--- src/rtl/hier_pkg.sv ---
// Shared definitions for the hierarchical fan-out node: controller states,
// the architectural ceiling on child count, and a popcount helper used to
// tally how many children completed a handshake in a single cycle.
package hier_pkg;

    // Architectural upper bound on the number of child channels a node may drive
    localparam int MAX_CHILD = 16;

    // Controller states: IDLE accepts a command, SEND drains the pending mask
    typedef enum logic {
        IDLE = 1'b0,
        SEND = 1'b1
    } state_t;

    // Count set bits in a child mask; result fits 0..MAX_CHILD
    function automatic logic [4:0] popcount(input logic [MAX_CHILD-1:0] v);
        logic [4:0] sum;
        sum = '0;
        for (int i = 0; i < MAX_CHILD; i++) begin
            sum = sum + 5'(v[i]);
        end
        return sum;
    endfunction

endpackage

--- src/rtl/hier_fanout_node.sv ---
// Hierarchical fan-out node: accepts one command at a time from upstream and
// delivers it to one child (unicast) or all children (broadcast). Each child
// handshakes independently; the node stays in SEND until every targeted child
// has taken the payload, counting completed deliveries as it goes.
module hier_fanout_node
    import hier_pkg::*;
#(
    parameter int NUM_CHILD = 5,
    parameter int DATA_W    = 8,
    parameter int CNT_W     = 16
) (
    input  logic                 clk,
    input  logic                 rst,
    input  logic                 in_valid,
    output logic                 in_ready,
    input  logic [DATA_W-1:0]    in_data,
    input  logic [3:0]           in_dest,
    input  logic                 in_bcast,
    output logic [NUM_CHILD-1:0] ch_valid,
    input  logic [NUM_CHILD-1:0] ch_ready,
    output logic [DATA_W-1:0]    ch_data,
    output logic                 busy,
    output logic                 err_dest,
    output logic [CNT_W-1:0]     xfer_cnt
);

    state_t                 state_q, state_d;
    logic [NUM_CHILD-1:0]   pend_q, pend_d;
    logic [DATA_W-1:0]      data_q, data_d;
    logic [CNT_W-1:0]       cnt_q, cnt_d;
    logic                   err_q, err_d;

    logic                   destLegal;
    logic [NUM_CHILD-1:0]   loadMask;
    logic [NUM_CHILD-1:0]   handshake;
    logic [4:0]             doneCount;

    // Decode the incoming command into a pending mask and a legality flag
    always_comb begin
        destLegal = in_bcast || ({1'b0, in_dest} < 5'(NUM_CHILD));
        if (in_bcast) begin
            loadMask = '1;
        end else begin
            loadMask = NUM_CHILD'(1) << in_dest;
        end
    end

    // Children that complete a handshake this cycle; ready on an idle lane is ignored
    always_comb begin
        handshake = '0;
        if (state_q == SEND) begin
            handshake = pend_q & ch_ready;
        end
        doneCount = popcount(MAX_CHILD'(handshake));
    end

    // Next-state logic for the accept/drain controller and its datapath registers
    always_comb begin
        state_d = state_q;
        pend_d  = pend_q;
        data_d  = data_q;
        cnt_d   = cnt_q;
        err_d   = 1'b0;
        case (state_q)
            IDLE: begin
                if (in_valid) begin
                    if (destLegal) begin
                        data_d  = in_data;
                        pend_d  = loadMask;
                        state_d = SEND;
                    end else begin
                        err_d = 1'b1;
                    end
                end
            end
            SEND: begin
                pend_d = pend_q & ~handshake;
                cnt_d  = cnt_q + CNT_W'(doneCount);
                if (pend_d == '0) begin
                    state_d = IDLE;
                end
            end
            default: begin
                state_d = IDLE;
                pend_d  = '0;
            end
        endcase
    end

    // State and datapath registers; reset abandons any delivery in flight
    always_ff @(posedge clk) begin
        if (rst) begin
            state_q <= IDLE;
            pend_q  <= '0;
            data_q  <= '0;
            cnt_q   <= '0;
            err_q   <= 1'b0;
        end else begin
            state_q <= state_d;
            pend_q  <= pend_d;
            data_q  <= data_d;
            cnt_q   <= cnt_d;
            err_q   <= err_d;
        end
    end

    // Outputs are held low while reset is asserted so nothing handshakes that cycle
    always_comb begin
        in_ready = (state_q == IDLE) && !rst;
        ch_valid = '0;
        if ((state_q == SEND) && !rst) begin
            ch_valid = pend_q;
        end
        ch_data  = data_q;
        busy     = (state_q == SEND);
        err_dest = err_q;
        xfer_cnt = cnt_q;
    end

endmodule

--- config.mk ---
export PLATFORM = sky130hd
export DESIGN_NAME = hier_fanout_node
export DESIGN_NICKNAME = d
export VERILOG_FILES = /design/src/rtl/hier_pkg.sv /design/src/rtl/hier_fanout_node.sv
export SDC_FILE = /design/constraint.sdc
export NUM_CORES = 1
export LEC_CHECK = 0
export CAP_MARGIN = 20
export CORE_ASPECT_RATIO = 1.4
export CORE_MARGIN = 5
export CORE_UTILIZATION = 41
export DETAILED_ROUTE_END_ITERATION = 7
export PLACE_DENSITY = 0.81
export SKIP_CTS_REPAIR_TIMING = 1
export SYNTH_ARGS = -nofsm -noshare
export SYNTH_HDL_FRONTEND = slang
export SYNTH_SLANG_ARGS = --single-unit
--- constraint.sdc ---
create_clock -name clk -period 3.7 [get_ports clk]
set_clock_uncertainty 0.15 [all_clocks]
set_input_delay 0.555 -clock clk [delete_from_list [all_inputs] [get_ports clk]]
set_output_delay 0.555 -clock clk [all_outputs]
set_load 0.03 [all_outputs]
==> impl_metrics.csv <==
group,metric,value,unit
critical_path,endpoint_kind,"register",
grt,grt_max_degree,33,
job,maxCapViolCount,0,
synthesis,syn_area,1600,um2
routing,dr.pass1.iters,4,
clock_network,htreeDepth,2,
floorplanning,ios,53,
final_layout,nNetsFinal,268,
floorplanning,core_area,3851,um2
timing,grt_setup_unrepaired,"false",
timing,slew_headroom,0.6323,
power_and_ir_drop,leakage,0.0008630,uW
run_status,outcome,"complete, no violations",
clock_network,clkLatencyLatePin,0.29,ns
floorplanning,rows,27,
synthesis,yosysSeqAreaShare,0.3878,
power_and_ir_drop,power_frac_seq,0.487,
synthesis,ys_warn_count,0,
synthesis,synth.distinct_cells,36,
routing,drt-total-wl,4255,um
power_and_ir_drop,swShare,0.2710,
critical_path,required,3.77,ns
critical_path,path_class,"in -> reg",
floorplanning,initial_utilization,0.4155,
routing,vias,1552,
clock_network,clk_pin_slew_worst_paths,0.07,ns
place,placed_cells,275,
power_and_ir_drop,comb_power_share,0.179,
clock_network,cts-root-buf,"clkbuf_8",
place,dpl_cell_area,2188,um2
power_and_ir_drop,irDropWorstVdd,0.2783,mV
clock_network,clock-sinks,31,
routing,ant_nets,0,
timing,finalSetupViolations,0,
final_layout,layout_common_cells,"52 x clkdlybuf4s50_1, 30 x dfxtp_1, 25 x nor2_1",
clock_network,cts_buffers,5,
synthesis,synth-edff-count,0,
synthesis,synth.net_count,211,
synthesis,yosysTopAreaCellShare,0.3878,
timing,finalHoldViolCount,0,
place,gp_congestion,0.8119,
synthesis,synthArstFlopShare,0,
final_layout,finalInstanceArea,2278,um2
final_layout,fillers,353,
synthesis,yosys_most_used_dff,"dfxtp_1",
critical_path,critPathMaxFanout,4,
synthesis,yosysTopAreaCell,"dfxtp_1",
timing,fin_crit,3.541,ns
power_and_ir_drop,p_switching,198.6,uW
place,port_buffers,52,
routing,drt_iter0_drc,81,
routing,drc_errors,0,
floorplanning,die_h,83.92,um
timing,fmax,0.2824,GHz
grt,grt_overflow,0,
final_layout,layout-area-overhead-vs-synth,42.38,%
synthesis,syn_area_per_cell,8.745,um2
timing,slew_viol_final,0,
synthesis,ys_seq_elements,31,
critical_path,start_kind,"primary input",
routing,via_per_inst,5.504,
critical_path,critPathArrivalTime,3.61,ns
grt,grt_pass1_wl,7258,um
synthesis,syn_inst,183,
power_and_ir_drop,power.density,321.6,nW/um2
final_layout,n_antenna_cell,0,
floorplanning,dieArea,5270,um2
clock_network,cts_tree,"built",
min_path,min_path_type,"reg -> reg",
routing,post_drt_wl_per_cell,15.09,um
power_and_ir_drop,internal_power,534.2,uW
place,post-dp-hpwl,3143,um
grt,grt_usage,0.1706,
final_layout,final_cells,282,
grt,first_global_vias,1628,
timing,fin_crit_sh,0.9570,
timing,worst_pin_slew,0.5492,ns
synthesis,synth.top_cells.by_area,"dfxtp_1 39%, mux2i_1 6.3%, nor2_1 5.9%",
power_and_ir_drop,p_clk_frac,0.334,
grt,antenna_found_initial,0,
floorplanning,die_x,62.80,um
final_layout,layout_commonest_cell,"clkdlybuf4s50_1",
clock_network,cts_max_path_buffers,2,
final_layout,drive_gt1_frac,0.08368,
==> power by group through the flow <==
| stage | sequential, uW | clock, uW | combinational (uW) |
|---|---|---|---|
| 6_report | 357 | 245 | 131 |
| 5_1_grt | 359 | 266 | 142 |
| 4_1_cts | 357 | 254 | 131 |
| 3_5_place_dp | 365 | 0 | 130 |
| 3_3_place_gp | 364 | 0 | 129 |
| 2_1_floorplan | 378 | 0 | 58.3 |
==> critical path, stage by stage <==
cell	delay [ns]
clkdlybuf4s50_1	0.47
and3_1	0.18
fa_1	0.43
fa_1	0.51
ha_2	0.18
inv_1	0.05
fa_2	0.37
nor2b_4	0.13
nor2_1	0.07
or4_1	0.50
a21oi_1	0.16
==> synth_stat cells (all sizes together) (2+ instances only) <==
cell type  count
inv            6
nand3          5
buf            2
clkbuf         7
nand4          3
nand2b         8
ha             4
xor2           3
a211oi         5
xnor2          3
o31ai          4
and2           6
a22o           3
or4            5
mux2i         10
nand2          6
and3           6
o211ai         3
nor2b          4
dfxtp         31
fa             3
nor3           4
a21oi         13
or3            3
o21ai          4
o2111ai        2
nor2          25
==> per-stage QoR <==
step	utilization	hold WS (ns)	TNS, ns	setup slack, ns	total power (uW)
floorplan	-	0.3108	0	0.03305	435.9
global placement	0.5682	0.3164	-0.3539	-0.2087	493.2
detailed placement	0.5682	0.3274	-0.4711	-0.2348	495.0
CTS	0.5871	0.3365	0	0.04822	742.5
global route	0.5916	0.3600	0	0.04496	767.2
finish	0.5916	0.3349	0	0.1591	732.8
==> per-layer routing <==
layer / wire, um / part of all wire / track usage / up-vias
met1: 1598 / 0.38 / 0.1807 / 739
met3: 311 / 0.073 / 0.05660 / 6
met5: 0 / 0 / 0 / -
li1: - / - / - / 760
met2: 2266 / 0.53 / 0.2925 / 47
met4: 78 / 0.018 / 0.09266 / 0
==> cells by family after synthesis <==
| kind of cell | count (synthesis) | synth area share |
|---|---|---|
| and+or+nand+nor | 78 | 0.2635 |
| buffers and inverters | 15 | 0.03596 |
| AOI/OAI and AO/OA | 36 | 0.1486 |
| DFF | 31 | 0.3878 |
| muxes | 10 | 0.06255 |
| adders and majority gates | 7 | 0.06881 |
| xor gates and xnor gates | 6 | 0.03284 |
==> worst paths after layout <==
path | startpoint | endpoint | slack [ns] | cells after the start
worst max-delay path | ch_ready[2] | xfer_cnt[12] | 0.16 | 11
worst max register to register | pend_q[2] | xfer_cnt[12] | 0.51 | 10
worst min-delay path | xfer_cnt[15] | xfer_cnt[15] | 0.33 | 2
worst min register to register | xfer_cnt[15] | xfer_cnt[15] | 0.33 | 2
==> state kept, by name (all words and copies together) (netlist names) <==
register	count
ch_data	8
pend_q	5
busy	1
err_dest	1
xfer_cnt	16
==> final cells by class <==
| class | count | area, um2 | share of cell area |
|---|---|---|---|
| Timing Repair Buffer | 59 | 573.1 | 0.2515 |
| Sequential cell | 31 | 621.8 | 0.2729 |
| Clock buffer | 6 | 72.57 | 0.03185 |
| Tap cell | 43 | 53.80 | 0.02361 |
| Multi-Input combinational cell | 137 | 934.6 | 0.4102 |
| Inverter | 6 | 22.52 | 0.009885 |
No activity file was read; power rests on OpenSTA's default activity.
